**src/rtl/board_manager.sv**
```systemverilog
`default_nettype none
// ============================================================================
//  Module      : board_manager
//  Description : Deals a two-row board of up to ten 4-bit digit slots from a
//                free-running 16-bit LFSR, then applies or rejects pairwise
//                merge requests until the board is empty.
//
//  Ports
//    clk          in   1   clock, rising-edge active
//    rst_n        in   1   asynchronous active-low reset
//    start        in   1   pulse: deal a new board (ignored while dealing)
//    num          in   3   active columns per row (0 -> 1, >5 -> 5)
//    merge_valid  in   1   pulse: merge request
//    src_index    in   5   bit offset of first-picked slot
//    dst_index    in   5   bit offset of second-picked slot
//    result       in   4   merged digit written to dst (0 removes the pair)
//    status       out  40  board, slot k at bits [4k+3:4k]
//    busy         out  1   dealing
//    ready        out  1   accepting merges
//    merge_ack    out  1   pulse: merge applied
//    merge_err    out  1   pulse: merge rejected
//    remaining    out  4   number of nonzero slots
//    win          out  1   board cleared
//
//  Revision    : 1.0  initial release
// ============================================================================
module board_manager #(
    parameter logic [15:0] SEED = 16'hACE1
) (
    input  logic        clk,
    input  logic        rst_n,
    input  logic        start,
    input  logic [2:0]  num,
    input  logic        merge_valid,
    input  logic [4:0]  src_index,
    input  logic [4:0]  dst_index,
    input  logic [3:0]  result,
    output logic [39:0] status,
    output logic        busy,
    output logic        ready,
    output logic        merge_ack,
    output logic        merge_err,
    output logic [3:0]  remaining,
    output logic        win
);

    localparam logic [1:0] c_IDLE  = 2'd0;
    localparam logic [1:0] c_FILL  = 2'd1;
    localparam logic [1:0] c_PLAY  = 2'd2;
    localparam logic [1:0] c_DONE  = 2'd3;
    localparam int         c_SLOTS = 10;

    logic [1:0]  r_state;
    logic [1:0]  w_next;
    logic [15:0] r_lfsr;
    logic        w_fb;
    logic [39:0] r_status;
    logic [3:0]  r_cnt;
    logic [2:0]  r_num;
    logic [2:0]  w_num_eff;
    logic        r_busy;
    logic        r_ready;
    logic        r_win;
    logic        r_ack;
    logic        r_err;
    logic [3:0]  w_remaining;
    logic [3:0]  w_deal;
    logic [3:0]  w_src_val;
    logic [3:0]  w_dst_val;
    logic        w_src_act;
    logic        w_dst_act;
    logic        w_merge_ok;

    // Slot s sits in column s mod 5; it is live when that column is below n.
    function automatic logic f_active(input logic [3:0] slot, input logic [2:0] n);
        logic [3:0] col;
        col = (slot >= 4'd5) ? slot - 4'd5 : slot;
        return col < {1'b0, n};
    endfunction

    // Taps 16,14,13,11 (bits 15,13,12,10), shifting toward the MSB.
    assign w_fb = r_lfsr[15] ^ r_lfsr[13] ^ r_lfsr[12] ^ r_lfsr[10];

    assign w_num_eff = (num == 3'd0) ? 3'd1 : ((num > 3'd5) ? 3'd5 : num);

    // (lfsr mod 9) + 1 on a 4-bit value: 0..8 -> 1..9, 9..15 -> 1..7.
    assign w_deal = (r_lfsr[3:0] >= 4'd9) ? r_lfsr[3:0] - 4'd8 : r_lfsr[3:0] + 4'd1;

    // A 5-bit aligned offset tops out at 28, so it is always within the
    // 36-bit limit; slots 8 and 9 simply cannot be addressed by a merge.
    assign w_src_val  = r_status[src_index +: 4];
    assign w_dst_val  = r_status[dst_index +: 4];
    assign w_src_act  = f_active({1'b0, src_index[4:2]}, r_num);
    assign w_dst_act  = f_active({1'b0, dst_index[4:2]}, r_num);
    assign w_merge_ok = (src_index[1:0] == 2'b00) && (dst_index[1:0] == 2'b00)
                     && (src_index != dst_index)
                     && w_src_act && w_dst_act
                     && (w_src_val != 4'd0) && (w_dst_val != 4'd0)
                     && (result <= 4'd9);

    always_comb begin
        w_remaining = 4'd0;
        for (int k = 0; k < c_SLOTS; k++) begin
            if (r_status[4*k +: 4] != 4'd0) begin
                w_remaining = w_remaining + 4'd1;
            end
        end
    end

    always_comb begin
        w_next = r_state;
        case (r_state)
            c_IDLE, c_DONE: if (start) w_next = c_FILL;
            c_FILL:         if (r_cnt == 4'd9) w_next = c_PLAY;
            c_PLAY: begin
                if (start) begin
                    w_next = c_FILL;
                end else if (w_remaining == 4'd0) begin
                    w_next = c_DONE;
                end
            end
            default:        w_next = c_IDLE;
        endcase
    end

    always_ff @(posedge clk or negedge rst_n) begin
        if (!rst_n) begin
            r_state  <= c_IDLE;
            r_lfsr   <= SEED;
            r_status <= '0;
            r_cnt    <= 4'd0;
            r_num    <= 3'd5;
            r_busy   <= 1'b0;
            r_ready  <= 1'b0;
            r_win    <= 1'b0;
            r_ack    <= 1'b0;
            r_err    <= 1'b0;
        end else begin
            r_lfsr  <= {r_lfsr[14:0], w_fb};
            r_state <= w_next;
            r_busy  <= (w_next == c_FILL);
            r_ready <= (w_next == c_PLAY);
            r_win   <= (w_next == c_DONE);
            r_ack   <= 1'b0;
            r_err   <= 1'b0;
            case (r_state)
                c_IDLE, c_DONE: begin
                    if (start) begin
                        r_num    <= w_num_eff;
                        r_cnt    <= 4'd0;
                        r_status <= '0;
                    end
                end
                c_FILL: begin
                    r_status[{r_cnt, 2'b00} +: 4] <= f_active(r_cnt, r_num) ? w_deal : 4'd0;
                    r_cnt <= r_cnt + 4'd1;
                end
                c_PLAY: begin
                    // A redeal takes precedence and silently drops any merge.
                    if (start) begin
                        r_num    <= w_num_eff;
                        r_cnt    <= 4'd0;
                        r_status <= '0;
                    end else if (merge_valid) begin
                        if (w_merge_ok) begin
                            r_status[dst_index +: 4] <= result;
                            r_status[src_index +: 4] <= 4'd0;
                            r_ack <= 1'b1;
                        end else begin
                            r_err <= 1'b1;
                        end
                    end
                end
                default: ;
            endcase
        end
    end

    assign status    = r_status;
    assign busy      = r_busy;
    assign ready     = r_ready;
    assign win       = r_win;
    assign merge_ack = r_ack;
    assign merge_err = r_err;
    assign remaining = w_remaining;

endmodule
`default_nettype wire

```
**config.mk**
```make
export PLATFORM = sky130hd
export DESIGN_NAME = board_manager
export DESIGN_NICKNAME = d
export VERILOG_FILES = /design/src/rtl/board_manager.sv
export SDC_FILE = /design/constraint.sdc
export NUM_CORES = 1
export LEC_CHECK = 0
export BUFFER_PORTS_ARGS = -buffer_cell sky130_fd_sc_hd__buf_2
export CAP_MARGIN = 20
export CORE_ASPECT_RATIO = 1.4
export CORE_MARGIN = 5
export CORE_UTILIZATION = 35
export DETAILED_ROUTE_END_ITERATION = 6
export GPL_ROUTABILITY_DRIVEN = 0
export GPL_TIMING_DRIVEN = 0
export PLACE_DENSITY = 0.57
export REMOVE_ABC_BUFFERS = 1
export SYNTH_ARGS = -nofsm -noshare
export SYNTH_HDL_FRONTEND = slang
export SYNTH_SLANG_ARGS = --single-unit
```
**constraint.sdc**
```tcl
create_clock -name clk -period 6.35 [get_ports clk]
set_input_delay 0.635 -clock clk [delete_from_list [all_inputs] [get_ports clk]]
set_output_delay 0.635 -clock clk [all_outputs]
set_load 0.005 [all_outputs]
```
==> results of run 1 <==
==> flip-flops by register name, indices dropped and copies added, names as in the netlist <==
register / flops
r_num: 3
r_state: 2
r_lfsr: 16
merge_err: 1
status: 40
r_cnt: 4
busy: 1
merge_ack: 1
win: 1
ready: 1
==> power groups by stage <==
stage | Clock (W) | Sequential (W) | Combinational (W)
floorplan | 0 | 0.000576 | 0.00106
global placement | 0 | 0.000629 | 0.00144
detailed placement | 0 | 0.000629 | 0.00150
CTS | 0.000579 | 0.000621 | 0.00163
global route | 0.000602 | 0.000631 | 0.00200
finish | 0.000571 | 0.000627 | 0.00182
==> worst min-delay path by stage <==
| stage | start | endpoint |
|---|---|---|
| after floorplan | r_lfsr[8]$_DFF_PN0_ | r_lfsr[9]$_DFF_PN0_ |
| after global placement | r_lfsr[4]$_DFF_PN0_ | r_lfsr[5]$_DFF_PN1_ |
| after detailed placement | r_lfsr[4]$_DFF_PN0_ | r_lfsr[5]$_DFF_PN1_ |
| after CTS | rst_n | r_lfsr[11]$_DFF_PN1_ |
| after global routing | rst_n | r_lfsr[11]$_DFF_PN1_ |
| final | rst_n | r_lfsr[11]$_DFF_PN1_ |
==> per-stage QoR <==
step / power [W] / worst slack [ps] / hold slack [ps]
6_report: 0.00301 / 95.4 / 237
5_1_grt: 0.00324 / -195 / 230
4_1_cts: 0.00283 / 18.8 / 227
3_5_place_dp: 0.00213 / -104 / 340
3_3_place_gp: 0.00207 / -48.7 / 337
2_1_floorplan: 0.00163 / 744 / 331
==> critical path, delay by kind of cell, from the launching register on <==
family / cells / cell delay (ps)
buf+inv: 3 / 260
simple gates: 8 / 1070
flops: 1 / 470
xor+xnor: 3 / 490
fa+ha+maj: 7 / 1640
compound gates: 8 / 1340
==> metal layers <==
metal / global-route usage (%) / up-vias
met5: 0 / -
met4: 14.3 / 0
met3: 4.05 / 92
met2: 38.1 / 415
met1: 27.9 / 3768
li1: - / 3727
==> cells by family (layout without fill, tap and decap cells) <==
group                      after synthesis  count (layout)  share of synthesized area (%)
muxes                                   46              46                           6.65
and+or+nand+nor                        344             344                           21.5
AOI/OAI and AO/OA                      339             339                           30.3
xor gates and xnor gates                44              44                           6.01
DFF                                     70              70                           23.4
adders and majority gates               39              39                           6.47
buffers and inverters                  109             136                           5.67
==> area by class of cell <==
| class | count | area (um2) |
|---|---|---|
| Timing Repair Buffer | 86 | 531 |
| Fill cell | 2158 | 12500 |
| Tap cell | 260 | 325 |
| Inverter | 34 | 128 |
| Clock inverter | 7 | 104 |
| Multi-Input combinational cell | 812 | 5610 |
| Sequential cell | 70 | 1770 |
| Clock buffer | 9 | 225 |
==> timing repair <==
item	in CTS	in global routing
gates resized for setup	18	25
pin swaps	8	17
endpoints found under the setup margin	4	3
buffers inserted	10	3
==> cells in the mapped netlist (4+ instances only) <==
cell type | count | area, um2
a2111oi_0 | 14 | 123
a211oi_1 | 18 | 135
a21o_1 | 6 | 45.0
a21oi_1 | 80 | 400
a221oi_1 | 5 | 43.8
a22oi_1 | 5 | 37.5
a31oi_1 | 14 | 87.6
a32oi_1 | 7 | 61.3
and2_1 | 7 | 43.8
and3_1 | 4 | 25.0
buf_1 | 6 | 22.5
clkbuf_1 | 64 | 240
dfrtp_1 | 60 | 1500
dfstp_2 | 10 | 263
ha_1 | 39 | 488
inv_1 | 33 | 124
mux2_2 | 13 | 146
mux2i_1 | 31 | 310
nand2_1 | 119 | 447
nand2b_1 | 16 | 100
nand3_1 | 30 | 150
nor2_1 | 80 | 300
nor2b_1 | 17 | 106
nor3_1 | 36 | 180
nor4_1 | 9 | 56.3
o21a_1 | 4 | 30.0
o21ai_0 | 74 | 370
o22a_1 | 10 | 87.6
o22ai_1 | 5 | 31.3
o2bb2ai_1 | 35 | 307
o31ai_1 | 24 | 180
o32a_1 | 8 | 80.1
o41ai_1 | 5 | 43.8
or4_1 | 8 | 60.1
xnor2_1 | 26 | 228
xor2_1 | 12 | 105
==> key figures, run 1 <==
Setup path
  – Crit end category: output pin
  – Crit Path Class: register to output pin
  – Worst-case reg-to-reg path depth: 30
  – Worst reg-to-reg setup slack: roughly 630 ps
  – CP startpoint: status[4]$_DFFE_PN0P_
  – CP arrival: 5620 ps
  – R2r startpoint: status[4]$_DFFE_PN0P_
  – Critical path's largest stage delay: 580 ps
  – Worst-path fanout max: 3
  – CP dominant cell by count: ha_4
  – Worst path required time: approximately 5700 ps
  – RR Endpoint: ready$_DFF_PN0_
  – Worst setup SP type: register
  – Slowest-stage cell, CP: or4_4
  – CP endpoint: remaining[3]

GRT
  – Vias in the first global route: around 7.6k
  – GR Overflow Total: 0
  – Total track usage: a little under a quarter
  – Initial antenna violation count: 0
  – Global-route wire length before repair: 44500 um
  – Largest net degree at the start of global routing: 70

Layout
  – Nets: 1073
  – ANT cells: 0
  – Most frequent cells in the layout: nand2_1 (114), a21oi_1 (80), nor2_1 (77)
  – Share of cells above drive strength 1: 17.2%
  – Core Util, Final: 41.0%
  – Synth-to-layout area growth: 15.2%
  – Commonest non-fill, non-tap cell in the layout: nand2_1
  – Final Cell Area: about 8700 um2
  – Post-route insts no fill: 1278

Timing
  – Final period util: 98.5%
  – Final slew viol count: 0
  – Clock Skew: about 9.4 ps
  – RSZ-0062 raised after global routing: true
  – Fmax: roughly 160 MHz
  – Least-Margin Pin Slew: 1170 ps
  – Hold Fails Final Rpt: 0
  – Final TNS setup: 0 ps
  – Max transition margin: roughly a fifth
  – Final count of negative-setup-slack endpoints: 0
  – Min Tclk post-route: 6250 ps

Power and ir drop
  – Pint: 0.00158 W
  – Clock group share of total power: a little under a fifth
  – Static Leak: 3.57 nW
  – PD cells: ~350 nW/um2
  – P_sw: 0.00143 W
  – Switching Fraction: 47.5%
  – Logic pwr share: 60.2%
  – VDD IR-drop max: 0.229 mV
  – Seq pwr share: 20.8%

Routing
  – Wire per inst: 22.7 um
  – Via/cell ratio: 6.26
  – DR pass1 iterations: 7
  – ANT nets after route: 0
  – Via count: between 8k and 9k
  – Routed WL: 29000 um
  – Number of remaining DRC errors: 1
  – WL met3: 2060 um
  – DRT met1 WL: 11300 um
  – Met2 wirelength from detailed routing: roughly 14000 um
  – Initial drt markers: between 800 and 900
  – Uppermost layer routed: met4

Yosys
  – Sequential cell area fraction in the yosys report: between 20% and 30%
  – Post-Synthesis Cells: 991
  – Post-synthesis async set-or-reset flop share: 100%
  – Syn avg cell area: 7.61 um2
  – Seq cells post-synth: 70
  – Yosys warnings: 0
  – Number of enable flip-flop cells after synthesis: 0
  – Primary FF master, synth: dfrtp_1
  – Mapped cell area: around 7500 um2
  – Distinct cells, synth: 72

CTS
  – Clock Tree Root: clkbuf_16
  – Clock buffer count from CTS: 9
  – H-tree level count: 3
  – Later-pin clock latency in the skew report: 350 ps
  – CTS tree: done
  – Cts hold-fix bufs: 0
  – Reg clk slew, reported paths: 70 ps
  – Sink Count: 70
  – Clock Tree Buf Depth: 2

Placed design
  – Post-detail-place hpwl: 20900 um
  – Port bufs: 69
  – Inst Count DP: 1250
  – Cell Area, Placed: ~8000 um2

Floorplanning
  – Rows: 63
  – Height of the die: ~180 um
  – Die width: about 130 um
  – Core Region: 21200 um2
  – Total I/O pin count: 70
  – Total Die Area: 24600 um2
  – Initial Utilization: 35.6%

Flow run
  – Max cap viols: 0

Outcome
  – Failing checks: design-rule violations
  – Run status: finished with violations

Worst hold path
  – Tightest Hold Check Type: input port to async pin
Power figures use the tool's default switching activity.
==> inputs of run 2 (changes only) <==
==> constraint.sdc (replaced) <==
create_clock -name clk -period 6.35 [get_ports clk]
set_input_delay 1.27 -clock clk [delete_from_list [all_inputs] [get_ports clk]]
set_output_delay 1.27 -clock clk [all_outputs]
set_load 0.005 [all_outputs]
==> key figures, run 2 (same netlist as run 1, synthesis figures left out) <==
CTS
  – Clock buffer count from CTS: 9 (unchanged)
  – Later-pin clock latency in the skew report: 360 ps (about the same)
  – CTS tree: done
  – Cts hold-fix bufs: 0 (unchanged)
  – Clock Tree Root: clkbuf_16
  – Reg clk slew, reported paths: 60 ps (about the same)
  – H-tree level count: 3 (unchanged)
  – Clock Tree Buf Depth: 2 (unchanged)
  – Sink Count: 70 (unchanged)

Routing
  – Routed WL: 29100 um (+0.51%)
  – Wire per inst: 22.7 um (about the same)
  – Via count: 7994 (-0.10%)
  – ANT nets after route: 0 (unchanged)
  – Via/cell ratio: 6.23 (-0.57%)
  – Initial drt markers: 912 (+10%)
  – Number of remaining DRC errors: 0 (-1)
  – DR pass1 iterations: 5 (-2)

Setup path
  – R2r startpoint: status[6]$_DFFE_PN0P_
  – CP dominant cell by count: ha_4
  – Worst-path fanout max: 2 (-1)
  – Worst setup SP type: register
  – CP startpoint: status[6]$_DFFE_PN0P_
  – RR Endpoint: ready$_DFF_PN0_
  – CP endpoint: remaining[3]
  – Crit end category: output pin
  – Worst path required time: 5080 ps (-630 ps)
  – CP arrival: 5690 ps (+70 ps)
  – Critical path's largest stage delay: 580 ps (about the same)
  – Worst-case reg-to-reg path depth: 31 (+3.3%)
  – Slowest-stage cell, CP: or4_4
  – Crit Path Class: register to output pin
  – Worst reg-to-reg setup slack: 530 ps (-100 ps)

Power and ir drop
  – VDD IR-drop max: 0.233 mV (+1.9%)
  – PD cells: 350 nW/um2 (+0.87%)
  – Static Leak: 3.62 nW (+1.3%)

Worst hold path
  – Hold path cells: 0
  – Tightest Hold Check Type: register to register

Floorplanning
  – Height of the die: 184 um (unchanged)
  – Total Die Area: 24600 um2 (unchanged)
  – Core Region: 21200 um2 (unchanged)
  – Total I/O pin count: 70 (unchanged)
  – Die width: 134 um (unchanged)
  – Rows: 63 (unchanged)
  – Initial Utilization: 35.6% (unchanged)

Layout
  – Synth-to-layout area growth: 15.6%
  – Nets: 1079 (+0.56%)
  – Number of fill cells: 2167 (+0.42%)
  – Post-route insts no fill: 1284 (+0.47%)
  – Most frequent cells in the layout: nand2_1 (115), a21oi_1 (80), nor2_1 (77)
  – Core Util, Final: 41.1% (+0.15 points)
  – Number of flip-flops in the largest register: 40 (unchanged)
  – Share of cells above drive strength 1: 17.6% (+0.39 points)
  – Commonest non-fill, non-tap cell in the layout: nand2_1
  – ANT cells: 0 (unchanged)

Timing
  – Final count of negative-setup-slack endpoints: 3 (+3)
  – Hold Slack: 350 ps (+113 ps)
  – Clock Skew: 11.7 ps (+2.33 ps)
  – RSZ-0062 raised after global routing: true
  – Least-Margin Pin Slew: 1140 ps (-31.8 ps)
  – Hold Fails Final Rpt: 0 (unchanged)
  – Final slew viol count: 0 (unchanged)
  – Setup ws final: -608 ps (-703 ps)
  – Final period util: 110% (+11 points)
  – Fmax: 144 MHz (-10%)
  – Max transition margin: 23.2% (+2.1 points)
  – Min Tclk post-route: 6960 ps (+703 ps)

GRT
  – Vias in the first global route: 7643 (+0.33%)
  – Global-route wire length before repair: 44600 um (+0.26%)
  – GRT busiest layer: met2
  – Initial antenna violation count: 0 (unchanged)
  – Met1 GRT Util: 28.0% (+0.11 points)
  – Largest net degree at the start of global routing: 70 (unchanged)
  – GR Overflow Total: 0 (unchanged)
  – Met2 Track Usage GR: 38.3% (+0.18 points)
  – Total track usage: 23.1% (+0.060 points)
  – Met3 usage: 3.97% (-0.082 points)

Placed design
  – Port bufs: 69 (unchanged)
  – Inst Count DP: 1250 (unchanged)
  – Post-detail-place hpwl: 20900 um (unchanged)

Flow run
  – Max cap viols: 0 (unchanged)

Outcome
  – Run status: finished with violations
  – Failing checks: negative setup slack
==> run 2: area by class of cell <==
| class | count | area (um2) | share of cell area (%) |
|---|---|---|---|
| Clock buffer | 9 | 225 | 2.58 |
| Tap cell | 260 | 325 | 3.73 |
| Clock inverter | 7 | 104 | 1.19 |
| Timing Repair Buffer | 92 | 572 | 6.56 |
| Multi-Input combinational cell | 812 | 5600 | 64.2 |
| Inverter | 34 | 128 | 1.46 |
| Sequential cell | 70 | 1770 | 20.3 |
==> run 2: power breakdown <==
group / leakage, nW / switching [W] / internal [W]
clock network: 0.161 / 0.000222 / 0.000349
logic: 2.53 / 0.00109 / 0.000762
registers: 0.924 / 0.000130 / 0.000498
total: 3.62 / 0.00144 / 0.00161
==> run 2: worst max-delay path, delay by kind of cell, from the launching register on <==
kind | cells | cell delay (ps)
AND/OR/NAND/NOR | 8 | 1110
XOR/XNOR | 3 | 430
adder cells (fa/ha/maj) | 7 | 1690
flip-flops | 1 | 460
buffers and inverters | 3 | 260
AO/OA/AOI/OAI | 8 | 1370
==> run 2: metal layers <==
layer,wire (um),vias to the layer above
met5,0,-
met4,1900,0
met3,2080,83
met2,13800,371
met1,11300,3802
li1,-,3738
==> run 2: worst min path at each step <==
| stage | from | endpoint |
|---|---|---|
| finish | r_lfsr[14]$_DFF_PN0_ | r_lfsr[15]$_DFF_PN1_ |
| global route | r_lfsr[14]$_DFF_PN0_ | r_lfsr[15]$_DFF_PN1_ |
| CTS | r_lfsr[14]$_DFF_PN0_ | r_lfsr[15]$_DFF_PN1_ |
| detailed placement | r_lfsr[4]$_DFF_PN0_ | r_lfsr[5]$_DFF_PN1_ |
| global placement | r_lfsr[4]$_DFF_PN0_ | r_lfsr[5]$_DFF_PN1_ |
| floorplan | r_lfsr[8]$_DFF_PN0_ | r_lfsr[9]$_DFF_PN0_ |
==> run 2: metrics by stage <==
stage | total power [W] | TNS, ps | area [um2] | worst slack (ps)
after floorplan | 0.00163 | 0 | 7240 | 109
after global placement | 0.00207 | -1950 | 7910 | -684
after detailed placement | 0.00213 | -2030 | 8010 | -739
after CTS | 0.00289 | -1430 | 8570 | -524
after global routing | 0.00327 | -2290 | 8720 | -874
final | 0.00305 | -1540 | 8720 | -608
==> run 2: timing repair <==
| item | CTS | global route |
|---|---|---|
| resized for setup | 23 | 21 |
| setup buffers | 15 | 3 |
| setup endpoints to repair | 4 | 3 |
| gates cloned | 0 | 0 |
| pin swaps | 13 | 16 |
